File: src/rtl/pipe_ctrl_if.sv
// Control bundle between the datapath and the pipeline controller: stage stall
// requests and exception info in, stall vector, flush/redirect and perf status out.
interface pipe_ctrl_if;
    logic        stallreq_if;
    logic        stallreq_id;
    logic        stallreq_ex;
    logic        stallreq_mem;
    logic [31:0] excepttype_i;
    logic [31:0] epc_i;
    logic        cnt_clr;
    logic [5:0]  stall;
    logic        flush;
    logic [31:0] new_pc;
    logic [31:0] stall_cycles;
    logic        stall_timeout;

    // Datapath side
    modport master (
        output stallreq_if, stallreq_id, stallreq_ex, stallreq_mem,
        output excepttype_i, epc_i, cnt_clr,
        input  stall, flush, new_pc, stall_cycles, stall_timeout
    );

    // Controller side
    modport slave (
        input  stallreq_if, stallreq_id, stallreq_ex, stallreq_mem,
        input  excepttype_i, epc_i, cnt_clr,
        output stall, flush, new_pc, stall_cycles, stall_timeout
    );
endinterface

File: src/rtl/pipe_ctrl.sv
// Pipeline controller: prioritised stall vector, exception flush/redirect with a
// recovery window, saturating stall-cycle counter and a stuck-stall watchdog.
module pipe_ctrl #(
    parameter logic [31:0] EXC_BASE   = 32'h0000_0020,
    parameter int          REC_CYCLES = 1,
    parameter int          TIMEOUT    = 1024
) (
    input  logic        clk,
    input  logic        rst,
    pipe_ctrl_if.slave  bus
);
    typedef enum logic [1:0] {
        ST_RUN     = 2'd0,
        ST_STALL   = 2'd1,
        ST_RECOVER = 2'd2
    } state_t;

    localparam logic [31:0] ERET_CODE = 32'h0000_000e;
    localparam logic [3:0]  REC_LOAD  = 4'(REC_CYCLES - 1);
    localparam logic [16:0] TIMEOUT_W = 17'(TIMEOUT);

    state_t      r_state;
    state_t      w_state_next;
    logic [3:0]  r_rec_cnt;
    logic [3:0]  w_rec_cnt_next;
    logic [15:0] r_run_cnt;
    logic [15:0] w_run_cnt_next;
    logic [31:0] r_stall_cycles;
    logic        r_stall_timeout;

    logic [3:0]  w_req;
    logic [5:0]  w_stall_req;
    logic [5:0]  w_stall;
    logic        w_flush;
    logic [31:0] w_new_pc;
    logic        w_exc_pending;
    logic        w_stalled;
    logic        w_trip;

    // Request level: 0 = IF, 1 = ID, 2 = EX, 3 = MEM; a request freezes every
    // pipeline register from the PC up to and including its own stage.
    assign w_req = {bus.stallreq_mem, bus.stallreq_ex, bus.stallreq_id, bus.stallreq_if};

    generate
        for (genvar gi = 0; gi < 4; gi++) begin : g_stall_bits
            assign w_stall_req[gi + 1] = |w_req[3:gi];
        end
    endgenerate

    assign w_stall_req[0] = w_stall_req[1];
    assign w_stall_req[5] = 1'b0;

    assign w_exc_pending = (bus.excepttype_i != 32'd0);

    always_comb begin
        w_state_next   = r_state;
        w_rec_cnt_next = r_rec_cnt;
        w_flush        = 1'b0;
        w_stall        = w_stall_req;
        w_new_pc       = 32'd0;

        case (r_state)
            ST_RUN, ST_STALL: begin
                if (w_exc_pending) begin
                    // The exception wins over every stall request so the flush lands now.
                    w_flush        = 1'b1;
                    w_stall        = 6'b000000;
                    w_new_pc       = (bus.excepttype_i == ERET_CODE) ? bus.epc_i : EXC_BASE;
                    w_state_next   = ST_RECOVER;
                    w_rec_cnt_next = REC_LOAD;
                end else begin
                    w_state_next = (|w_stall_req) ? ST_STALL : ST_RUN;
                end
            end
            ST_RECOVER: begin
                if (r_rec_cnt == 4'd0) begin
                    w_state_next = (|w_stall_req) ? ST_STALL : ST_RUN;
                end else begin
                    w_rec_cnt_next = r_rec_cnt - 4'd1;
                end
            end
            default: begin
                w_state_next   = ST_RUN;
                w_rec_cnt_next = 4'd0;
            end
        endcase
    end

    assign w_stalled = (|w_stall) && !w_flush;

    // Run counter saturates so a very long stall cannot wrap and re-arm the trip point.
    always_comb begin
        w_run_cnt_next = 16'd0;
        if (w_stalled) begin
            w_run_cnt_next = (r_run_cnt == 16'hFFFF) ? r_run_cnt : r_run_cnt + 16'd1;
        end
    end

    assign w_trip = w_stalled && (({1'b0, r_run_cnt} + 17'd1) >= TIMEOUT_W);

    always_ff @(posedge clk) begin
        if (rst) begin
            r_state   <= ST_RUN;
            r_rec_cnt <= 4'd0;
            r_run_cnt <= 16'd0;
        end else begin
            r_state   <= w_state_next;
            r_rec_cnt <= w_rec_cnt_next;
            r_run_cnt <= w_run_cnt_next;
        end
    end

    always_ff @(posedge clk) begin
        if (rst || bus.cnt_clr) begin
            r_stall_cycles <= 32'd0;
        end else if (w_stall[0] && (r_stall_cycles != 32'hFFFF_FFFF)) begin
            r_stall_cycles <= r_stall_cycles + 32'd1;
        end
    end

    always_ff @(posedge clk) begin
        if (rst || bus.cnt_clr) begin
            r_stall_timeout <= 1'b0;
        end else if (w_trip) begin
            r_stall_timeout <= 1'b1;
        end
    end

    assign bus.stall         = w_stall;
    assign bus.flush         = w_flush;
    assign bus.new_pc        = w_new_pc;
    assign bus.stall_cycles  = r_stall_cycles;
    assign bus.stall_timeout = r_stall_timeout;
endmodule

File: src/flat_wrapper.sv
// flat-port wrapper written by rule: the top's interface ports become plain ports
module pipe_ctrl_flat 
#(
    parameter logic [31:0] EXC_BASE   = 32'h0000_0020,
    parameter int          REC_CYCLES = 1,
    parameter int          TIMEOUT    = 1024
)
  (clk, rst, bus_stallreq_if, bus_stallreq_id, bus_stallreq_ex, bus_stallreq_mem, bus_excepttype_i, bus_epc_i, bus_cnt_clr, bus_stall, bus_flush, bus_new_pc, bus_stall_cycles, bus_stall_timeout);
  pipe_ctrl_if bus_i ();
  input  logic clk;
  input  logic rst;
  input wire logic [$bits(bus_i.stallreq_if)-1:0] bus_stallreq_if;
  input wire logic [$bits(bus_i.stallreq_id)-1:0] bus_stallreq_id;
  input wire logic [$bits(bus_i.stallreq_ex)-1:0] bus_stallreq_ex;
  input wire logic [$bits(bus_i.stallreq_mem)-1:0] bus_stallreq_mem;
  input wire logic [$bits(bus_i.excepttype_i)-1:0] bus_excepttype_i;
  input wire logic [$bits(bus_i.epc_i)-1:0] bus_epc_i;
  input wire logic [$bits(bus_i.cnt_clr)-1:0] bus_cnt_clr;
  output wire logic [$bits(bus_i.stall)-1:0] bus_stall;
  output wire logic [$bits(bus_i.flush)-1:0] bus_flush;
  output wire logic [$bits(bus_i.new_pc)-1:0] bus_new_pc;
  output wire logic [$bits(bus_i.stall_cycles)-1:0] bus_stall_cycles;
  output wire logic [$bits(bus_i.stall_timeout)-1:0] bus_stall_timeout;
  assign bus_i.stallreq_if = bus_stallreq_if;
  assign bus_i.stallreq_id = bus_stallreq_id;
  assign bus_i.stallreq_ex = bus_stallreq_ex;
  assign bus_i.stallreq_mem = bus_stallreq_mem;
  assign bus_i.excepttype_i = bus_excepttype_i;
  assign bus_i.epc_i = bus_epc_i;
  assign bus_i.cnt_clr = bus_cnt_clr;
  assign bus_stall = bus_i.stall;
  assign bus_flush = bus_i.flush;
  assign bus_new_pc = bus_i.new_pc;
  assign bus_stall_cycles = bus_i.stall_cycles;
  assign bus_stall_timeout = bus_i.stall_timeout;
  pipe_ctrl #(.EXC_BASE(EXC_BASE), .REC_CYCLES(REC_CYCLES), .TIMEOUT(TIMEOUT)) u_core (.clk(clk), .rst(rst), .bus(bus_i));
endmodule
File: config.mk
export PLATFORM = sky130hd
export DESIGN_NAME = pipe_ctrl_flat
export DESIGN_NICKNAME = d
export VERILOG_FILES = /design/src/rtl/pipe_ctrl_if.sv /design/src/rtl/pipe_ctrl.sv /design/src/flat_wrapper.sv
export SDC_FILE = /design/constraint.sdc
export NUM_CORES = 1
export LEC_CHECK = 0
export CAP_MARGIN = 15
export CELL_PAD_IN_SITES_DETAIL_PLACEMENT = 1
export CELL_PAD_IN_SITES_GLOBAL_PLACEMENT = 2
export CORE_MARGIN = 3
export CORE_UTILIZATION = 20
export CTS_CLUSTER_SIZE = 14
export DETAILED_ROUTE_END_ITERATION = 10
export PLACE_DENSITY_LB_ADDON = 0.1
export SETUP_SLACK_MARGIN = 0.4
export SLEW_MARGIN = 20
export SYNTH_ARGS = -nofsm -noshare
export SYNTH_HDL_FRONTEND = slang
export SYNTH_SLANG_ARGS = --single-unit
File: constraint.sdc
create_clock -name clk -period 2.1 [get_ports clk]
set_clock_uncertainty 0.15 [all_clocks]
set_input_delay 0.42 -clock clk [delete_from_list [all_inputs] [get_ports clk]]
set_output_delay 0.42 -clock clk [all_outputs]
set_load 0.05 [all_outputs]
**Word-level counts from Yosys, hierarchy flattened**

Index checks and enable logic that the tools add are counted.

- Memory bits (read-only): 0
- Memories: 0
- Latch bits: 0
- Register bits: 55
- Memory bits (writable): 0

- Reduce and logical (&&, ||, !) cells: 15
- Eq/ne operators: 8
- Muxes and demuxes: 14
- Shift operators: 0
- Add/subtract/negate cells: 4
- $lt $le $gt $ge: 1
- Bitwise gates (word level): 1
- Div/mod/pow operators: 0
- $mul: 0

Operator list:

| cell | count |
|---|---|
| $mux 32 | 3 |
| $add 32x1->32 const B | 1 |
| $eq 32x4->1 const B | 1 |
| $ne 32x32->1 const B | 1 |
| $reduce_bool 32->1 | 1 |
| $add 16x1->17 const B | 1 |
| $ge 17x11->1 const B | 1 |
| $add 16x1->16 const B | 1 |
| $eq 16x16->1 const B | 1 |
| $mux 5 | 2 |
| $mux 4 | 2 |
| $pmux 4 s2 | 1 |
| $reduce_or 2->1 | 3 |
| $reduce_or 6->1 | 1 |
| $logic_not 4->1 | 1 |
| $mux 2 | 2 |
| $ne 2x1->1 const B | 2 |
| $pmux 2 s2 | 1 |
| $reduce_or 4->1 | 1 |
| $sub 4x1->4 const B | 1 |
| $logic_and 1x1->1 | 3 |
| $mux 1 | 3 |
| $reduce_or 3->1 | 1 |
| $eq 2x1->1 const B | 1 |
| 7 further kinds | 7 |

**Logic depth before layout (Yosys ltp)**

- Depth in word-level cells: 7
- Gate-level depth with buffers: 9

**Worst setup path after synthesis**

Ideal clock, no wire load.

- Kind: input to output
- Start point: in bus_excepttype_i[0]
- End point: out bus_stall[2]
- Required time: 1.530 ns
- Arrival time: 2.221 ns
- Stages: 6
- Slack: -0.691 ns
- Cells stage by stage: nor4_1 -> nand4_1 -> nor2_1 -> a21o_1 -> inv_1 -> nor2_1

- Longest elaborated chain between the ends: 3

Ends and longest elaborated chain:

| element | line | source |
|---|---|---|
| start, declared | flat_wrapper.sv:16 | `input wire logic [$bits(bus_i.excepttype_i)-1:0] bus_excepttype_i;` |
| $reduce_bool 32->1 | pipe_ctrl.sv:53 | `assign w_exc_pending = (bus.excepttype_i != 32'd0);` |
| $mux 5 | pipe_ctrl.sv:64 | `if (w_exc_pending) begin` |
| $mux 5 | pipe_ctrl.sv:62 | `case (r_state)` |
| end, declared | flat_wrapper.sv:19 | `output wire logic [$bits(bus_i.stall)-1:0] bus_stall;` |

Every way passes these cells.

**Final worst setup path**

- Start point: in bus_excepttype_i[10]
- End point: out bus_new_pc[14]

- Longest elaborated chain between the ends: 4
- Elaborated cells on any way between the ends: 5

Ends and longest elaborated chain:

| element | line | source |
|---|---|---|
| $eq 32x4->1 | pipe_ctrl.sv:68 | `w_new_pc = (bus.excepttype_i == ERET_CODE) ? bus.epc_i : EXC_BASE;` |
| $mux 32 | pipe_ctrl.sv:68 |  |
| $mux 32 (*) | pipe_ctrl.sv:64 |  |
| $mux 32 (*) | pipe_ctrl.sv:62 |  |
| end, declared | flat_wrapper.sv:21 | `output wire logic [$bits(bus_i.new_pc)-1:0] bus_new_pc;` |

Every way passes the cells marked *; elsewhere a longest branch is shown, timed or not.

==> out/qor.txt <==
=================================================================================================
Result of the run                                                                    complete, but fails checks
Violations in the final reports                                                      negative setup slack
Yosys warnings                                                                                  0
Library cell used as clock root buffer                                               sky130_fd_sc_hd__clkbuf_16
Unrepaired setup endpoints after global routing                                               yes
Pint                                                                                    0.00181 W
Total overflow reported by the global router                                                    0
Cell count after synthesis                                                                    391
Final setup violation count                                                                    87
Reg2reg start                                                                        u_core.bus.stall_cycles[11]$_SDFFE_PP0P_
Startpoint-to-endpoint class of the critical path                                    input pin to primary output
I/O pin total                                                                                 143
Clock slew at reported path FFs                                                             70 ps
Area of the multi-input gates                                                         0.00219 mm2
Critical-path cell with the highest stage delay                                      sky130_fd_sc_hd__nor4_4
Fraction of layout cells with a size suffix above 1                                         48.8%
CP arrival                                                                                1980 ps
Seq cells post-synth                                                                           55
Critical Path Fanout Max                                                                        7
EDFF count, synth                                                                               0
X dimension of the die                                                                     130 um
Count of nets after finishing                                                                 654
Max clock buf depth                                                                             2
Async set-reset flop share out of synthesis                                                    0%
Finished layout cell area                                                             0.00610 mm2
Startpoint type of the worst setup path                                                 input pin
Count of hold buffers inserted by post-cts repair                                               0
Total GRT Usage                                                                             14.8%
Source-to-sink clock delay at the later pin of the worst-skew pair                         300 ps
Number of distinct library cell variants in the gate-level netlist after synthesis             48
Critical path origin                                                                 bus_excepttype_i[10]
Total Power Consumption                                                                 0.00239 W
Maximum clock frequency                                                                 0.391 GHz
Antenna violations before repair                                                                0
Shortest period the worst path allows                                                     2550 ps
Combinational share of power                                                                15.4%
Ant diodes                                                                                      0
Required time of the critical path                                                        1530 ps
Post-synth top flop                                                                  sky130_fd_sc_hd__dfxtp_1
Stage delay of the slowest cell on the critical path                                       270 ps
Final sum of negative setup slack                                                      -22,410 ps
Pin count of the biggest net entering global routing                                           24
Total Wirelength                                                                        12,800 um
Via count of the first global-routing pass                                                  3,686
Number of max-capacitance violations reported                                                   0
Number of hold-slack violations in the final timing report                                      0
Final worst slack                                                                         -454 ps
Routed wire length per instance                                                           16.7 um
Post-Synthesis Net Count                                                                      466
Remaining antenna violation count after routing                                                 0
Post-detailed-route DRC marker count                                                            0
Period utilisation layout                                                                    122%
Ratio of total power to cell area                                                      391 mW/mm2
Worst voltage drop across the vdd grid                                                   0.353 mV
Detailed router's first-iteration violation count                                              71
Most used cells in the layout excluding fill and tap cells                           71 x sky130_fd_sc_hd__buf_4, 41 x sky130_fd_sc_hd__buf_12, 40 x sky130_fd_sc_hd__clkdlybuf4s50_1
CP Cell Sequence                                                                     buf_6, nor4_4, nand4_1, buf_6, nor4_4, buf_6, buf_6, buf_6, and2_4, buf_12
Maximum level of the CTS H-tree                                                                 2
Standard-cell rows                                                                             44
Die boundary height                                                                        130 um
Sequential fraction of design power                                                         42.7%
Starting density of the core                                                                20.8%
Routability cong.                                                                           0.737
Number of CTS-inserted buffers                                                                  5
Number of fill cells in the layout                                                          1,664
Area used by sequential logic in the layout                                           0.00120 mm2
Routed vias                                                                                 3,623
Sequential cell area fraction in the yosys report                                           35.9%
Switching share of power                                                                    24.2%
Power share of the clock group                                                              41.9%
Global-route wire length before repair                                                  19,800 um
Number of max-slew violations in the final report                                               0
Worst min-delay path startpoint                                                      u_core.bus.stall_cycles[22]$_SDFFE_PP0P_
Cell with the most instances on the worst path                                       sky130_fd_sc_hd__buf_6
Leak pwr                                                                                  2.27 nW
Clock tree from TritonCTS                                                                   built
Total placed instance area                                                            0.00561 mm2
Kind of path behind the tightest hold check                                          flop to flop
Clock Sinks                                                                                    55
Number of search-and-repair iterations in the first detailed-routing pass                       4
Placeable core area                                                                    0.0148 mm2
Leading cell type in the layout, fill and taps excluded                              sky130_fd_sc_hd__buf_4
Area of the die                                                                        0.0169 mm2
Post-synthesis area per instance                                                         7.85 um2
Post-Synthesis Cell Area                                                              0.00307 mm2
Port Buffers                                                                                  141
Type of element capturing the critical path                                          primary output
Sum of net half-perimeters after detailed placement                                      10000 um
Final standard cell utilization of the core                                                 41.3%
Net switching power                                                                    0.000579 W
Average vias per placed instance                                                             4.74
Layout overhead on the synthesized area                                                     98.6%
=================================================================================================
timing repair:
| action | 4_1_cts | 5_1_grt |
|---|---|---|
| buffers inserted | 11 | 3 |
| pin swaps | 17 | 11 |
| gates cloned | 2 | 1 |
| setup endpoints to repair | 96 | 93 |
| resized for setup | 116 | 43 |
| hold endpoints to repair | 0 | 0 |
layout make-up:
class | instances | area share (%)
clock inverter | 1 | 0.103
timing repair buffer | 203 | 37.0
tap | 184 | 3.78
inverter | 9 | 0.554
clock buffer | 7 | 2.87
multi-input combinational | 305 | 36.0
sequential | 55 | 19.7
synth_stat cells, drive strengths merged, types with 6 or more instances:
master	number	area [um2]
or3	21	131
clkbuf	12	46.3
o31ai	6	45.0
a21oi	38	194
inv	9	33.8
o21ai	24	120
nor4	9	62.6
nor3	6	35.0
nor2	37	139
buf	10	76.3
and2	34	213
or4	8	60.1
nand3	23	120
dfxtp	55	1100
xor2	10	87.6
xnor2	6	52.6
nand2	24	90.1
nand4	20	146
and3	8	50.1
critical path, delay by kind of cell:
family        cells  cell delay, ps
buf+inv           6             740
simple gates      4             810
power by group through the flow:
stage / registers (W) / logic (W) / clock network [W]
after floorplan: 0.00104 / 0.000119 / 0
after global placement: 0.00104 / 0.000341 / 0
after detailed placement: 0.00104 / 0.000345 / 0
after CTS: 0.00102 / 0.000351 / 0.00105
after global routing: 0.00102 / 0.000393 / 0.00109
final: 0.00102 / 0.000368 / 0.000999
sequential cells by signal (all words and copies together), names as in the netlist:
signal and count:
u_core.bus.stall_cycles 32, u_core.r_run_cnt 16, u_core.r_rec_cnt 4, u_core.r_state 2, u_core.bus.stall_timeout 1
final timing paths:
kind,endpoint,slack [ps],cells after the start
max,bus_new_pc[14],-450,10
min,u_core.bus.stall_cycles[22]$_SDFFE_PP0P_,360,2
max reg2reg,u_core.bus.stall_cycles[14]$_SDFFE_PP0P_,-70,8
min reg2reg,u_core.bus.stall_cycles[22]$_SDFFE_PP0P_,360,2
per-layer routing:
| metal | track usage [%] | share of wire [%] |
|---|---|---|
| met4 | 2.93 | 0.70 |
| met2 | 25.8 | 49 |
| met3 | 3.15 | 5.7 |
| met5 | 0 | 0 |
| met1 | 19.0 | 45 |
stage by stage:
step	worst slack, ps	cells	hold WS [ps]
global placement	-743	739	340
finish	-454	764	357
CTS	-478	760	357
floorplan	-350	391	334
detailed placement	-781	739	344
global route	-545	764	379
kinds of logic after synthesis:
logic type      count (synthesis)  share of synthesized area (%)
flops                          55                           35.9
compound gates                 81                           15.2
fa+ha+maj                       4                           1.63
simple gates                  201                           36.8
mux                             2                          0.652
other cells                     1                          0.122
buf+inv                        31                           5.09
xor+xnor                       16                           4.56
(Power assumes the default switching activity.)
